--- src/rtl/qcv_pkg.sv ---
// Shared constants and types for the qcv fetch path.
//   QCV_XLEN        : datapath / address width
//   QCV_INSTR_BYTES : bytes per fetched instruction word
//   qcv_entry_width : width of a packed {rdata, addr, err} buffer entry
package qcv_pkg;

    localparam int unsigned QCV_XLEN        = 32;
    localparam int unsigned QCV_INSTR_BYTES = 4;

    function automatic int unsigned qcv_entry_width(input int unsigned xlen);
        return xlen * 2 + 1;
    endfunction

    typedef struct packed {
        logic [QCV_XLEN-1:0] rdata;
        logic [QCV_XLEN-1:0] addr;
        logic                err;
    } qcv_entry_t;

endpackage

--- src/rtl/qcv_sync_fifo.sv ---
// Synchronous FIFO with flush.
//   clk_i, rst_i : clock, asynchronous active-high reset
//   push_i       : write wdata_i (accepted when full only together with pop_i)
//   pop_i        : drop the head entry (ignored when empty)
//   flush_i      : empty the FIFO; overrides push and pop
//   rdata_o      : head entry
//   count_o      : number of stored entries, 0..DEPTH
module qcv_sync_fifo #(
    parameter int unsigned DEPTH = 4,
    parameter int unsigned WIDTH = 8
) (
    input  logic                   clk_i,
    input  logic                   rst_i,
    input  logic                   push_i,
    input  logic                   pop_i,
    input  logic                   flush_i,
    input  logic [WIDTH-1:0]       wdata_i,
    output logic [WIDTH-1:0]       rdata_o,
    output logic [$clog2(DEPTH):0] count_o
);

    localparam int unsigned PtrW = $clog2(DEPTH);
    localparam int unsigned CntW = PtrW + 1;

    logic [PtrW-1:0]  wptr_q, rptr_q;
    logic [CntW-1:0]  count_q;
    logic [WIDTH-1:0] mem_q [DEPTH];
    logic             full, empty, push_en, pop_en;

    assign full    = (count_q == CntW'(DEPTH));
    assign empty   = (count_q == '0);
    assign pop_en  = pop_i & ~empty;
    // Full is fine when the head leaves in the same cycle.
    assign push_en = push_i & (~full | pop_en);

    always_ff @(posedge clk_i or posedge rst_i) begin
        if (rst_i) begin
            wptr_q  <= '0;
            rptr_q  <= '0;
            count_q <= '0;
        end else if (flush_i) begin
            wptr_q  <= '0;
            rptr_q  <= '0;
            count_q <= '0;
        end else begin
            if (push_en) wptr_q <= wptr_q + PtrW'(1);
            if (pop_en)  rptr_q <= rptr_q + PtrW'(1);
            if (push_en && !pop_en)      count_q <= count_q + CntW'(1);
            else if (!push_en && pop_en) count_q <= count_q - CntW'(1);
        end
    end

    // Storage needs no reset; entries are only observed while count_q covers them.
    always_ff @(posedge clk_i) begin
        if (push_en && !flush_i) mem_q[wptr_q] <= wdata_i;
    end

    assign rdata_o = mem_q[rptr_q];
    assign count_o = count_q;

endmodule

--- src/rtl/qcv_prefetch_buffer_n.sv ---
// Instruction prefetch buffer between IF and the instruction memory port.
//   clk_i, rst_i         : clock, asynchronous active-high reset
//   req_i                : fetch enable
//   branch_i, addr_i     : flush and restart fetching at addr_i (word aligned)
//   ready_i              : consumer takes the head entry
//   valid_o, rdata_o,
//   addr_o, err_o        : head entry (zero when empty)
//   instr_*              : memory request/grant/in-order response port
//   occupancy_o          : FIFO entry count
//   halted_o             : requests stopped after an error response
//   busy_o               : requests in flight or being issued
module qcv_prefetch_buffer_n
    import qcv_pkg::*;
#(
    parameter int unsigned DEPTH           = 4,
    parameter int unsigned MAX_OUTSTANDING = 2,
    parameter int unsigned HALT_ON_ERR     = 1,
    parameter logic [31:0] RESET_ADDR      = 32'h0000_0000
) (
    input  logic                   clk_i,
    input  logic                   rst_i,
    input  logic                   req_i,
    input  logic                   branch_i,
    input  logic [31:0]            addr_i,
    input  logic                   ready_i,
    output logic                   valid_o,
    output logic [31:0]            rdata_o,
    output logic [31:0]            addr_o,
    output logic                   err_o,
    output logic                   instr_req_o,
    input  logic                   instr_gnt_i,
    output logic [31:0]            instr_addr_o,
    input  logic [31:0]            instr_rdata_i,
    input  logic                   instr_err_i,
    input  logic                   instr_rvalid_i,
    output logic [$clog2(DEPTH):0] occupancy_o,
    output logic                   halted_o,
    output logic                   busy_o
);

    localparam int unsigned OccW   = $clog2(DEPTH) + 1;
    localparam int unsigned CntW   = $clog2(MAX_OUTSTANDING + 1);
    localparam int unsigned EntryW = qcv_entry_width(QCV_XLEN);
    localparam logic [31:0] Step   = 32'(QCV_INSTR_BYTES);

    logic [CntW-1:0] outstanding_q, outstanding_d;
    logic [CntW-1:0] discard_q, discard_d;
    logic [31:0]     fetch_addr_q, fetch_addr_d;
    logic [31:0]     resp_addr_q, resp_addr_d;
    logic            halted_q, halted_d;

    logic [OccW-1:0]   occupancy;
    logic [EntryW-1:0] head_raw;
    qcv_entry_t        head, push_entry;
    logic [31:0]       in_flight, target;
    logic              grant, rvalid_live, push, pop;

    assign target = {addr_i[31:2], 2'b00};

    // Slots already promised: stored entries plus responses that will be kept.
    // discard_q never exceeds outstanding_q, so this cannot underflow.
    assign in_flight = 32'(occupancy) + 32'(outstanding_q) - 32'(discard_q);

    assign instr_req_o = ~rst_i & req_i & ~halted_q & ~branch_i
                       & (32'(outstanding_q) < MAX_OUTSTANDING)
                       & (in_flight < DEPTH);
    assign instr_addr_o = fetch_addr_q;
    assign grant        = instr_req_o & instr_gnt_i;

    // A response with nothing outstanding is a protocol violation and is ignored.
    assign rvalid_live = instr_rvalid_i & (outstanding_q != '0);
    assign push        = rvalid_live & (discard_q == '0) & ~branch_i;
    assign pop         = valid_o & ready_i & ~branch_i;

    assign push_entry = '{rdata: instr_rdata_i, addr: resp_addr_q, err: instr_err_i};

    always_comb begin
        outstanding_d = outstanding_q;
        if (grant && !rvalid_live)      outstanding_d = outstanding_q + CntW'(1);
        else if (!grant && rvalid_live) outstanding_d = outstanding_q - CntW'(1);

        discard_d = discard_q;
        if (branch_i)                             discard_d = outstanding_d;
        else if (rvalid_live && discard_q != '0)  discard_d = discard_q - CntW'(1);

        fetch_addr_d = fetch_addr_q;
        resp_addr_d  = resp_addr_q;
        if (branch_i) begin
            fetch_addr_d = target;
            resp_addr_d  = target;
        end else begin
            if (grant) fetch_addr_d = fetch_addr_q + Step;
            if (push)  resp_addr_d  = resp_addr_q + Step;
        end

        halted_d = halted_q;
        if (HALT_ON_ERR == 0)          halted_d = 1'b0;
        else if (branch_i)             halted_d = 1'b0;
        else if (push && instr_err_i)  halted_d = 1'b1;
    end

    always_ff @(posedge clk_i or posedge rst_i) begin
        if (rst_i) begin
            outstanding_q <= '0;
            discard_q     <= '0;
            fetch_addr_q  <= RESET_ADDR;
            resp_addr_q   <= RESET_ADDR;
            halted_q      <= 1'b0;
        end else begin
            outstanding_q <= outstanding_d;
            discard_q     <= discard_d;
            fetch_addr_q  <= fetch_addr_d;
            resp_addr_q   <= resp_addr_d;
            halted_q      <= halted_d;
        end
    end

    qcv_sync_fifo #(
        .DEPTH (DEPTH),
        .WIDTH (EntryW)
    ) u_fifo (
        .clk_i   (clk_i),
        .rst_i   (rst_i),
        .push_i  (push),
        .pop_i   (pop),
        .flush_i (branch_i),
        .wdata_i (push_entry),
        .rdata_o (head_raw),
        .count_o (occupancy)
    );

    assign head = head_raw;

    // Outputs read zero while empty so stale storage never leaks out.
    assign valid_o     = (occupancy != '0);
    assign rdata_o     = valid_o ? head.rdata : '0;
    assign addr_o      = valid_o ? head.addr : '0;
    assign err_o       = valid_o & head.err;
    assign occupancy_o = occupancy;
    assign halted_o    = halted_q;
    assign busy_o      = (outstanding_q != '0) | instr_req_o;

endmodule
--- config.mk ---
export PLATFORM = sky130hd
export DESIGN_NAME = qcv_prefetch_buffer_n
export DESIGN_NICKNAME = d
export VERILOG_FILES = /design/src/rtl/qcv_pkg.sv /design/src/rtl/qcv_sync_fifo.sv /design/src/rtl/qcv_prefetch_buffer_n.sv
export SDC_FILE = /design/constraint.sdc
export NUM_CORES = 1
export LEC_CHECK = 0
export CORE_MARGIN = 3
export CORE_UTILIZATION = 45
export DETAILED_ROUTE_END_ITERATION = 10
export PLACE_DENSITY = 0.67
export SETUP_SLACK_MARGIN = 0.05
export SLEW_MARGIN = 15
export SYNTH_ARGS = -nofsm -noshare
export SYNTH_HDL_FRONTEND = slang
export SYNTH_SLANG_ARGS = --single-unit
--- constraint.sdc ---
create_clock -name clk_i -period 5.75 [get_ports clk_i]
set_input_delay 0.575 -clock clk_i [delete_from_list [all_inputs] [get_ports clk_i]]
set_output_delay 0.575 -clock clk_i [all_outputs]
set_load 0.02 [all_outputs]
==> results.md <==
* Outcome: finished, final reports clean
* Vertical die dimension at 183 um
* Post-synthesis average cell area at 15.7 um2
* Finished Cell Area at ~17000 um2
* Antenna violations before repair at 0
* Half-perimeter wire length after placement at 18.8 mm
* Worst hold path depth at 2
* Count of boundary I/O pins at 176
* Yosys warnings at 0
* Count of buffer and inverter cells on the critical path at 3
* Area added between synthesis and finish at 23.3%
* Length of the first detailed-routing pass in iterations at 4
* Number of cells on the critical path at 9
* Category of cells accounting for the largest share of critical-path delay: simple AND/OR/NAND/NOR gates
* Max Clk Rate at 0.234 GHz
* Static leakage at 0.00585 uW
* Weighted congestion at the end of routability-driven global placement at 0.815
* Fin util at 56.5%
* CTS tree: yes
* Maximum fanout count along the critical path at 8
* Most used flip-flop cell after synthesis: sky130_fd_sc_hd__edfxtp_1
* Clock Sink Count at 324
* Total number of vias at 8291
* Global route total overflow at 0
* Max Buffers Root-to-Sink at 3
* Max-Cap Viols at 0
* Routed length per placed instance at 20.3 um
* Total power density per cell area at 431 nW/um2
* Number of hold violations in the final report at 0
* Crit path cell chain: inv_1, fa_1, inv_1, ha_1, and3b_1, nor4_2, o21a_1, nand2b_1, clkdlybuf4s50_1
* Number of buffers inserted during clock tree synthesis at 36
* Clock input transition at the sequential cells of the worst setup and hold paths at 0.06 ns
* Post-CTS Setup Repair Bufs at 0
* CTS Hold Buffers Added at 0
* Avg Vias per Cell at 5.56
* Critical-path top delay cell: sky130_fd_sc_hd__clkdlybuf4s50_1
* Area inside the core boundary at 30700 um2
* Hold path startpoint: branch_i
* Die Outline Area at roughly 33000 um2
* Max Slew Vio Count at 0
* Post-synthesis cell count at 897
* Number of levels in the clock H-tree at 2
* Kind of critical path: flop to output port
* Hold Crit Endpoint: u_fifo.rptr_q[0]$_DFFE_PP0P_
* Kind of end point of the critical path: output port
* Biggest cell delay along the critical path at 0.61 ns
* Setup crit start kind: flop
* Classification of the worst-slack hold path: primary input to flop
* Arrival time at the worst endpoint at between 3 and 4 ns
* Post-DP Area at 16100 um2
* Die width at 183 um
* End of the worst register-to-register path: instr_addr_o[7]$_DFFE_PP0P_
* Critical path required time at roughly 5.2 ns
* First DRT Iteration DRCs at approximately 560
* Number of design rule violations left after detail routing at 0
* Global-route wire length before repair at 47.9 mm
* Slew @ Worst Pin at 1.10 ns
* Maximum number of pins on one net before global-route repair at 87
* Share of the yosys chip area belonging to registers at between 60% and 70%
* Unrepaired setup endpoints after global routing: false
* Commonest non-fill, non-tap cells in the layout: 252 x sky130_fd_sc_hd__edfxtp_1, 168 x sky130_fd_sc_hd__clkdlybuf4s50_1, 70 x sky130_fd_sc_hd__dfrtp_1, 68 x sky130_fd_sc_hd__and2_1, 63 x sky130_fd_sc_hd__mux4_2
* Number of enable flip-flop cells after synthesis at roughly 250
* Gates resized, CTS repair at 0
* FP Rows at 64
* Time the final worst path needs with I/O delays and setup at 4.27 ns
* Peak supply drop at between 0.2 and 0.25 mV
* FFs w/ async S/R, synth at 22.2%
* Via count of the first global-routing pass at 8488
* Commonest non-fill, non-tap cell in the layout: sky130_fd_sc_hd__edfxtp_1
* NumNets Final at 1156
* Worst rel slew slack at 26.8%
* Total wirelength of the detailed-routed design at ~30 mm
* Clock Tree Root: sky130_fd_sc_hd__clkbuf_16
* Internal reg-to-reg setup slack at 1.79 ns
* Fraction of layout cells with a size suffix above 1 at a little over an eighth
* Antenna cells at 0
* Number of endpoints failing setup at the final stage at 0
* All-layer global routing usage at 18.2%
* Clock latency at the later pin of the worst-skew pair at 0.51 ns
* Portion of the clock cycle consumed by the worst path in the final layout at 74.2%
* Critical path's most frequent cell: sky130_fd_sc_hd__inv_1
* Worst R2R Path Depth at 9
* Clock Skews at approximately 0.022 ns
* Number of unique standard cell types used by synthesis at 66
* Effective utilization at floorplan at 45.8%
* Number of flip-flops and latches in the synthesized netlist at 324
* Detail Route Antenna Nets at 0
* Cell area after synthesis at 14000 um2
* Count of buffers inserted at the top-level ports at between 150 and 200
* RR Startpoint: u_fifo.count_o[1]$_DFFE_PP0P_
* Setup TNS after final layout at 0 ns
==> synthesized netlist by cell type (all sizes together), types with 5 or more instances <==
| library cell | n | share of area, % |
|---|---|---|
| nand2 | 46 | 1.2 |
| nand2b | 10 | 0.45 |
| nor4 | 15 | 0.86 |
| dfrtp | 72 | 13 |
| a21oi | 9 | 0.32 |
| buf | 17 | 0.73 |
| a221o | 6 | 0.43 |
| o21ai | 35 | 1.2 |
| nor2 | 25 | 0.67 |
| nand4 | 17 | 0.76 |
| nand3 | 24 | 0.85 |
| and2 | 73 | 3.3 |
| inv | 25 | 0.67 |
| and4 | 7 | 0.44 |
| clkbuf | 32 | 0.85 |
| nor3 | 7 | 0.25 |
| o31a | 11 | 0.69 |
| xnor2 | 11 | 0.69 |
| a31oi | 5 | 0.22 |
| mux4 | 63 | 10 |
| and3 | 11 | 0.49 |
| ha | 12 | 1.1 |
| a21boi | 5 | 0.27 |
| mux2i | 11 | 0.78 |
| or3 | 7 | 0.31 |
| edfxtp | 252 | 54 |
| xor2 | 24 | 1.5 |
==> worst reg2reg max path, delay by kind of cell (launching register included) <==
kind                       cells  cell delay, ns
AOI/OAI and AO/OA              2            1.21
adders and majority gates      2            0.82
buffers and inverters          2            0.20
DFF                            1            0.48
muxes                          1            0.42
and+or+nand+nor                2            0.74
==> layer usage <==
layer | vias up | part of all wire, % | GRT usage, %
met5 | - | 0 | 0
met3 | 38 | 6.6 | 3.41
met2 | 287 | 46 | 28.6
met1 | 4152 | 46 | 26.8
li1 | 3814 | - | -
met4 | 0 | 1.6 | 4.30
==> worst max path at each step <==
| stage | to | slack [ns] | start |
|---|---|---|---|
| CTS | busy_o | 1.45 | u_fifo.count_o[1]$_DFFE_PP0P_ |
| detailed placement | instr_addr_o[7]$_DFFE_PP0P_ | 1.82 | u_fifo.count_o[1]$_DFFE_PP0P_ |
| global route | busy_o | 1.26 | u_fifo.count_o[1]$_DFFE_PP0P_ |
| floorplan | u_fifo.mem_q[0][0]$_DFFE_PP_ | 2.33 | outstanding_q[0]$_DFF_PP0_ |
| global placement | instr_addr_o[7]$_DFFE_PP0P_ | 1.87 | u_fifo.count_o[1]$_DFFE_PP0P_ |
| finish | busy_o | 1.48 | u_fifo.count_o[1]$_DFFE_PP0P_ |
==> flip-flops by register name (all words and copies together) (netlist names) <==
register        cells
u_fifo.count_o      3
resp_addr_q        30
u_fifo.rptr_q       2
u_fifo.mem_q      252
outstanding_q       2
halted_o            1
discard_q           2
instr_addr_o       30
u_fifo.wptr_q       2
==> stage by stage <==
stage	cells	power, uW	hold slack (ns)	setup WS [ns]
CTS	1491	7580	0.385	1.45
global route	1491	7850	0.409	1.26
global placement	1428	5230	0.529	1.87
floorplan	900	4280	0.484	2.33
finish	1491	7470	0.410	1.48
detailed placement	1428	5260	0.541	1.82
==> layout make-up <==
| class | count | area (um2) |
|---|---|---|
| multi-input cells | 502 | 4390 |
| well taps | 396 | 495 |
| clock buffers | 44 | 972 |
| repair buffers | 181 | 1780 |
| inverters | 25 | 93.8 |
| flip-flops and latches | 324 | 9370 |
| fillers | 2403 | 13400 |
| clock inverters | 19 | 221 |
==> power breakdown <==
group | internal, uW | switching (uW)
combinational | 1150 | 1210
clock | 1420 | 878
sequential | 2660 | 141
==> kinds of logic after synthesis <==
family	Yosys count	synth area share [%]
compound gates	114	5.76
xor+xnor	35	2.18
fa+ha+maj	14	1.35
buf+inv	74	2.25
flops	324	66.7
mux	78	11.2
other cells	1	0.0267
simple gates	257	10.5
(Power assumes the default switching activity.)
